==> config.mk <==
export PLATFORM = sky130hd
export DESIGN_NAME = block_cnt_frame_stats
export DESIGN_NICKNAME = d
export VERILOG_FILES = /design/src/rtl/blk_stat_pkg.sv /design/src/rtl/blk_stat_outreg.sv /design/src/rtl/block_cnt_frame_stats.sv
export SDC_FILE = /design/constraint.sdc
export NUM_CORES = 1
export LEC_CHECK = 0
export CORE_ASPECT_RATIO = 1.25
export CORE_UTILIZATION = 48
export DETAILED_ROUTE_END_ITERATION = 8
export PLACE_DENSITY = 0.74
export SETUP_SLACK_MARGIN = 0.05
export SKIP_CTS_REPAIR_TIMING = 1
export SYNTH_ARGS = -nofsm -noshare
export SYNTH_HDL_FRONTEND = slang
export SYNTH_SLANG_ARGS = --single-unit
==> constraint.sdc <==
create_clock -name clk -period 2.45 [get_ports clk]
set_input_delay 0.6125 -clock clk [delete_from_list [all_inputs] [get_ports clk]]
set_output_delay 0.6125 -clock clk [all_outputs]
set_load 0.02 [all_outputs]
==> src/rtl/blk_stat_pkg.sv <==
// Shared types and helpers for the per-frame block-count statistics datapath.
package blk_stat_pkg;

   localparam int unsigned BLK_CNT_W = 4;

   typedef enum logic {
      S_IDLE = 1'b0,
      S_ACC  = 1'b1
   } state_e;

   // Saturating add of a block count onto a sum that is w bits wide (w <= 63).
   function automatic logic [63:0] sat_add(input logic [63:0]          sum,
                                           input logic [BLK_CNT_W-1:0] cnt,
                                           input int unsigned          w);
      logic [63:0] lim;
      logic [63:0] s;
      lim = (64'd1 << w) - 64'd1;
      s   = sum + 64'(cnt);
      return (s > lim) ? lim : s;
   endfunction

endpackage

==> src/rtl/blk_stat_outreg.sv <==
// One-deep valid/ready holding register; a load while full and not draining is
// dropped and flagged on the sticky ovf bit.
module blk_stat_outreg
   import blk_stat_pkg::*;
#(
   parameter int unsigned W = 8
) (
   input  logic         clk,
   input  logic         rst_n,
   input  logic         load,
   input  logic [W-1:0] load_data,
   input  logic         ovf_clr,
   output logic [W-1:0] out_data,
   output logic         out_valid,
   input  logic         out_ready,
   output logic         ovf
);

   logic [W-1:0] data_q, data_d;
   logic         valid_q, valid_d;
   logic         ovf_q, ovf_d;
   logic         handshake;
   logic         accept;

   always_comb begin
      handshake = valid_q && out_ready;
      accept    = load && (!valid_q || out_ready);
      data_d    = data_q;
      valid_d   = valid_q;
      ovf_d     = ovf_q;
      if (accept) begin
         data_d  = load_data;
         valid_d = 1'b1;
      end else if (handshake) begin
         valid_d = 1'b0;
      end
      if (ovf_clr) begin
         ovf_d = 1'b0;
      end else if (load && !accept) begin
         ovf_d = 1'b1;
      end
   end

   always_ff @(posedge clk or negedge rst_n) begin
      if (!rst_n) begin
         data_q  <= '0;
         valid_q <= 1'b0;
         ovf_q   <= 1'b0;
      end else begin
         data_q  <= data_d;
         valid_q <= valid_d;
         ovf_q   <= ovf_d;
      end
   end

   assign out_data  = data_q;
   assign out_valid = valid_q;
   assign ovf       = ovf_q;

endmodule

==> src/rtl/block_cnt_frame_stats.sv <==
// Groups FRAME_LEN valid block counts into a frame and emits sum/max/min/zero-count
// through a stallable valid/ready output register.
module block_cnt_frame_stats
   import blk_stat_pkg::*;
#(
   parameter int FF_DLY    = 1,
   parameter int FRAME_LEN = 16,
   parameter int SUM_W     = 12,
   parameter int CNT_W     = 16
) (
   input  logic                 clk,
   input  logic                 rst_n,
   input  logic [BLK_CNT_W-1:0] block_cnt,
   input  logic                 valid,
   input  logic                 frame_clr,
   output logic [SUM_W-1:0]     frm_sum,
   output logic [BLK_CNT_W-1:0] frm_max,
   output logic [BLK_CNT_W-1:0] frm_min,
   output logic [CNT_W-1:0]     frm_zero,
   output logic                 frm_valid,
   input  logic                 frm_ready,
   output logic                 ovf
);

   localparam int unsigned PAY_W = SUM_W + 2 * BLK_CNT_W + CNT_W;

   if (FRAME_LEN < 2 || FRAME_LEN > 65535 || 64'(FRAME_LEN) >= (64'd1 << CNT_W)
       || FF_DLY < 0) begin : g_param_err
      $error("block_cnt_frame_stats: illegal FRAME_LEN/CNT_W/FF_DLY combination");
   end

   state_e               state_q, state_d;
   logic [CNT_W-1:0]     idx_q, idx_d;
   logic [SUM_W-1:0]     acc_sum_q, acc_sum_d;
   logic [BLK_CNT_W-1:0] acc_max_q, acc_max_d;
   logic [BLK_CNT_W-1:0] acc_min_q, acc_min_d;
   logic [CNT_W-1:0]     acc_zero_q, acc_zero_d;

   logic [SUM_W-1:0]     fold_sum;
   logic [BLK_CNT_W-1:0] fold_max;
   logic [BLK_CNT_W-1:0] fold_min;
   logic [CNT_W-1:0]     fold_zero;
   logic [CNT_W-1:0]     fold_idx;
   logic                 is_zero;
   logic                 last_word;
   logic [PAY_W-1:0]     out_data;

   // fold_* is the frame state with the current word already included, so the
   // final word reaches the output register on the same edge it is accepted.
   always_comb begin
      is_zero = (block_cnt == '0);
      if (state_q == S_IDLE) begin
         fold_sum  = SUM_W'(sat_add(64'd0, block_cnt, SUM_W));
         fold_max  = block_cnt;
         fold_min  = block_cnt;
         fold_zero = CNT_W'(is_zero);
         fold_idx  = CNT_W'(1);
      end else begin
         fold_sum  = SUM_W'(sat_add(64'(acc_sum_q), block_cnt, SUM_W));
         fold_max  = (block_cnt > acc_max_q) ? block_cnt : acc_max_q;
         fold_min  = (block_cnt < acc_min_q) ? block_cnt : acc_min_q;
         fold_zero = acc_zero_q + CNT_W'(is_zero);
         fold_idx  = idx_q + CNT_W'(1);
      end
      last_word = valid && !frame_clr && (state_q == S_ACC)
                  && (idx_q == CNT_W'(FRAME_LEN - 1));

      state_d    = state_q;
      idx_d      = idx_q;
      acc_sum_d  = acc_sum_q;
      acc_max_d  = acc_max_q;
      acc_min_d  = acc_min_q;
      acc_zero_d = acc_zero_q;
      if (frame_clr || last_word) begin
         state_d    = S_IDLE;
         idx_d      = '0;
         acc_sum_d  = '0;
         acc_max_d  = '0;
         acc_min_d  = '0;
         acc_zero_d = '0;
      end else if (valid) begin
         state_d    = S_ACC;
         idx_d      = fold_idx;
         acc_sum_d  = fold_sum;
         acc_max_d  = fold_max;
         acc_min_d  = fold_min;
         acc_zero_d = fold_zero;
      end
   end

   always_ff @(posedge clk or negedge rst_n) begin
      if (!rst_n) begin
         state_q    <= S_IDLE;
         idx_q      <= '0;
         acc_sum_q  <= '0;
         acc_max_q  <= '0;
         acc_min_q  <= '0;
         acc_zero_q <= '0;
      end else begin
         state_q    <= state_d;
         idx_q      <= idx_d;
         acc_sum_q  <= acc_sum_d;
         acc_max_q  <= acc_max_d;
         acc_min_q  <= acc_min_d;
         acc_zero_q <= acc_zero_d;
      end
   end

   blk_stat_outreg #(
      .W (PAY_W)
   ) u_outreg (
      .clk       (clk),
      .rst_n     (rst_n),
      .load      (last_word),
      .load_data ({fold_sum, fold_max, fold_min, fold_zero}),
      .ovf_clr   (frame_clr),
      .out_data  (out_data),
      .out_valid (frm_valid),
      .out_ready (frm_ready),
      .ovf       (ovf)
   );

   assign {frm_sum, frm_max, frm_min, frm_zero} = out_data;

endmodule

==> qor.txt <==
Worst Skew: 0.01003 ns
Setup violators final: 0
Vias per cell: 5.992
Status: finished, final reports clean
Most common cell after layout, fill and taps aside: dfrtp_1
GRT Total Usage: 24.96%
Largest stage delay on the critical path: 0.39 ns
First-pass GRT wire length: 21690 µm
Max IR drop VDD: 354.4 µV
Clock H-tree levels: 3
Synth Cell Area: 0.005174 mm²
Setup TNS: 0 ns
Largest net degree at the start of global routing: 67
Die width: 94.86 µm
Clk sinks: 91
Post-synth EDFFs: 0
F_max: 0.4354 GHz
Total Wirelength: 13140 µm
Clock slew at reported path FFs: 0.07 ns
Top-area cell type share of the netlist area: 44.01%
Final hold vios: 0
Synth area leaders: dfrtp_1 44%, a21oi_1 4.4%, nand2_1 3.7%
Part of the power in registers: 43.8%
Starting density of the core: 48.98%
Slew Limit Fails: 0
Gr ovfl total: 0
Crit. End Element: flop
Count of input and output buffers: 46
Kind of critical path: in2reg
Vias: 4716
RSZ-0062 raised after global routing: no
Die area: 0.01120 mm²
Area after DPL: 0.006092 mm²
DR DRC count: 0
Antenna-violating nets left: 0
Critical Path Source Type: input port
# IOs: 47
Tcrit/Tclk final: 93.75%
Vias in the first global route: 4653
# rows: 42
Worst Path Buf+Inv: 3
Fin area: 0.006530 mm²
Seq cells post-synth: 91
Leak: 2.874 nW
Initial drt markers: 278
CTS Buf Count: 9
CTS tree: yes
Initial antenna violation count: 0
Worst hold path class: in2async
CP Data Required Time: 2.69 ns
Max-slew headroom: 63.95%
Final min period: 2.297 ns
Area leader, netlist: dfrtp_1
Pre-CTS setup slack: -0.5960 ns
Sw frac: 23.78%
Synth Area per Inst: 9.029 µm²
FFs w/ async S/R, synth: 100.0%
Worst-margin pin slew: 0.5384 ns
NetSw: 834.8 µW
Cell-internal power: 2.675 mW
Routed len/inst: 16.69 µm
Root buffer selected by CTS: clkbuf_16
Die height: 118.1 µm
Detailed Routing Iterations Pass 1: 5
Maxcap violations: 0
Syn Nets: 598
CP arrival: 2.54 ns
Pwr Density: 537.6 mW/mm²
Total core area: 0.01056 mm²
Netlist cell types: 56
Inserted Diodes: 0
Cell family with most CP delay: adder cells
Synth Flop Type: dfrtp_1
Area delta synth->final: 26.22%
Gpl congestion: 0.8821
Commonest cells after routing, fill and taps aside: 91 x dfrtp_1, 51 x nand2_1, 50 x buf_4, 47 x nor2_1, 44 x a21oi_1
Final Worst Setup Slack: 0.1531 ns
Clk network pwr share: 46.4%
Worst skew pair latency: 0.35 ns
Post-Syn Instances: 573
Crit path cell chain: dlymetal6s2s_1 > ha_1 > inv_1 > fa_1 > nand2b_2 > a211oi_1 > buf_4 > and4_1 > mux2i_1 > nor3_1
Comb pwr share: 9.8%
CP Max Fanout: 4
Ys Warns: 0
Clock buffer depth: 2
Fraction of layout cells with a size suffix above 1: 16.03%
Critical path's slowest cell: fa_1
Register area share after synthesis: 44.01%
HPWL after detailed placement: 8766 µm
Final layout net count: 675
==> cell usage after synthesis, types with 5 or more instances <==
| cell | n |
|---|---|
| a21boi_0 | 6 |
| nand3_1 | 27 |
| xor2_1 | 6 |
| nor4_1 | 13 |
| o21ai_0 | 30 |
| a31oi_1 | 20 |
| and3_1 | 12 |
| and4_1 | 5 |
| mux2_2 | 14 |
| nor2_1 | 48 |
| a211oi_1 | 10 |
| xnor2_1 | 8 |
| and2_1 | 6 |
| mux2i_1 | 16 |
| clkbuf_1 | 23 |
| or3_1 | 8 |
| inv_1 | 24 |
| nor3_1 | 17 |
| o21a_1 | 8 |
| dfrtp_1 | 91 |
| nand2b_1 | 6 |
| nand2_1 | 51 |
| ha_1 | 15 |
| a21oi_1 | 45 |
| nand4_1 | 6 |
==> cell families after synthesis <==
logic type                 share of synthesized area, %
xor gates and xnor gates                          2.370
adders and majority gates                         4.015
muxes                                             6.143
AOI/OAI and AO/OA                                 16.81
and+or+nand+nor                                   21.62
buffers and inverters                             5.030
DFF                                               44.01
==> final timing paths <==
path	start	to	slack (ns)	depth (start not counted)
max	block_cnt[0]	acc_sum_q[10]	0.15	10
min	rst_n	acc_sum_q[9]	0.17	1
max reg2reg	idx_q[8]	u_outreg.out_data[22]	0.27	7
min reg2reg	u_outreg.out_data[35]	u_outreg.out_data[35]	0.51	1
max in group asynchronous	rst_n	acc_zero_q[0]	1.60	2
min in group clk	u_outreg.out_data[35]	u_outreg.out_data[35]	0.51	1
==> per-stage QoR <==
stage / hold slack [ns] / total power, mW / std cells / util, %
6_report: 0.1691 / 3.510 / 787 / 61.82
4_1_cts: 0.1867 / 3.503 / 785 / 60.92
3_3_place_gp: 0.4911 / 1.881 / 769 / 57.68
3_5_place_dp: 0.4996 / 1.896 / 769 / 57.68
2_1_floorplan: 0.3169 / 1.741 / 573 / -
5_1_grt: 0.1919 / 3.629 / 787 / 61.82
==> final cells by class <==
class	count	area, µm²
fillers	877	4033
multi-input cells	423	2715
flip-flops and latches	91	2277
repair buffers	100	935.9
clock buffers	11	242.7
well taps	132	165.2
clock inverters	5	100.1
inverters	25	93.84
==> sequential cells by signal (all words and copies together) (netlist names) <==
name / flops
u_outreg.out_valid: 1
acc_sum_q: 12
u_outreg.ovf: 1
acc_zero_q: 16
acc_max_q: 4
idx_q: 16
acc_min_q: 4
state_q: 1
u_outreg.out_data: 36
==> metal layers <==
metal,vias up,routed length [µm],GRT usage [%]
met1,2306,5373,30.58
met4,0,437,12.41
met5,-,0,0
met3,36,595,5.814
met2,152,6730,40.56
li1,2222,-,-
==> power groups by stage <==
stage / combinational (mW) / sequential [mW] / clock (mW)
2_1_floorplan: 0.182 / 1.56 / 0
3_3_place_gp: 0.319 / 1.56 / 0
3_5_place_dp: 0.332 / 1.56 / 0
4_1_cts: 0.335 / 1.54 / 1.63
5_1_grt: 0.383 / 1.54 / 1.71
6_report: 0.346 / 1.54 / 1.63
No activity file was read; power rests on OpenSTA's default activity.
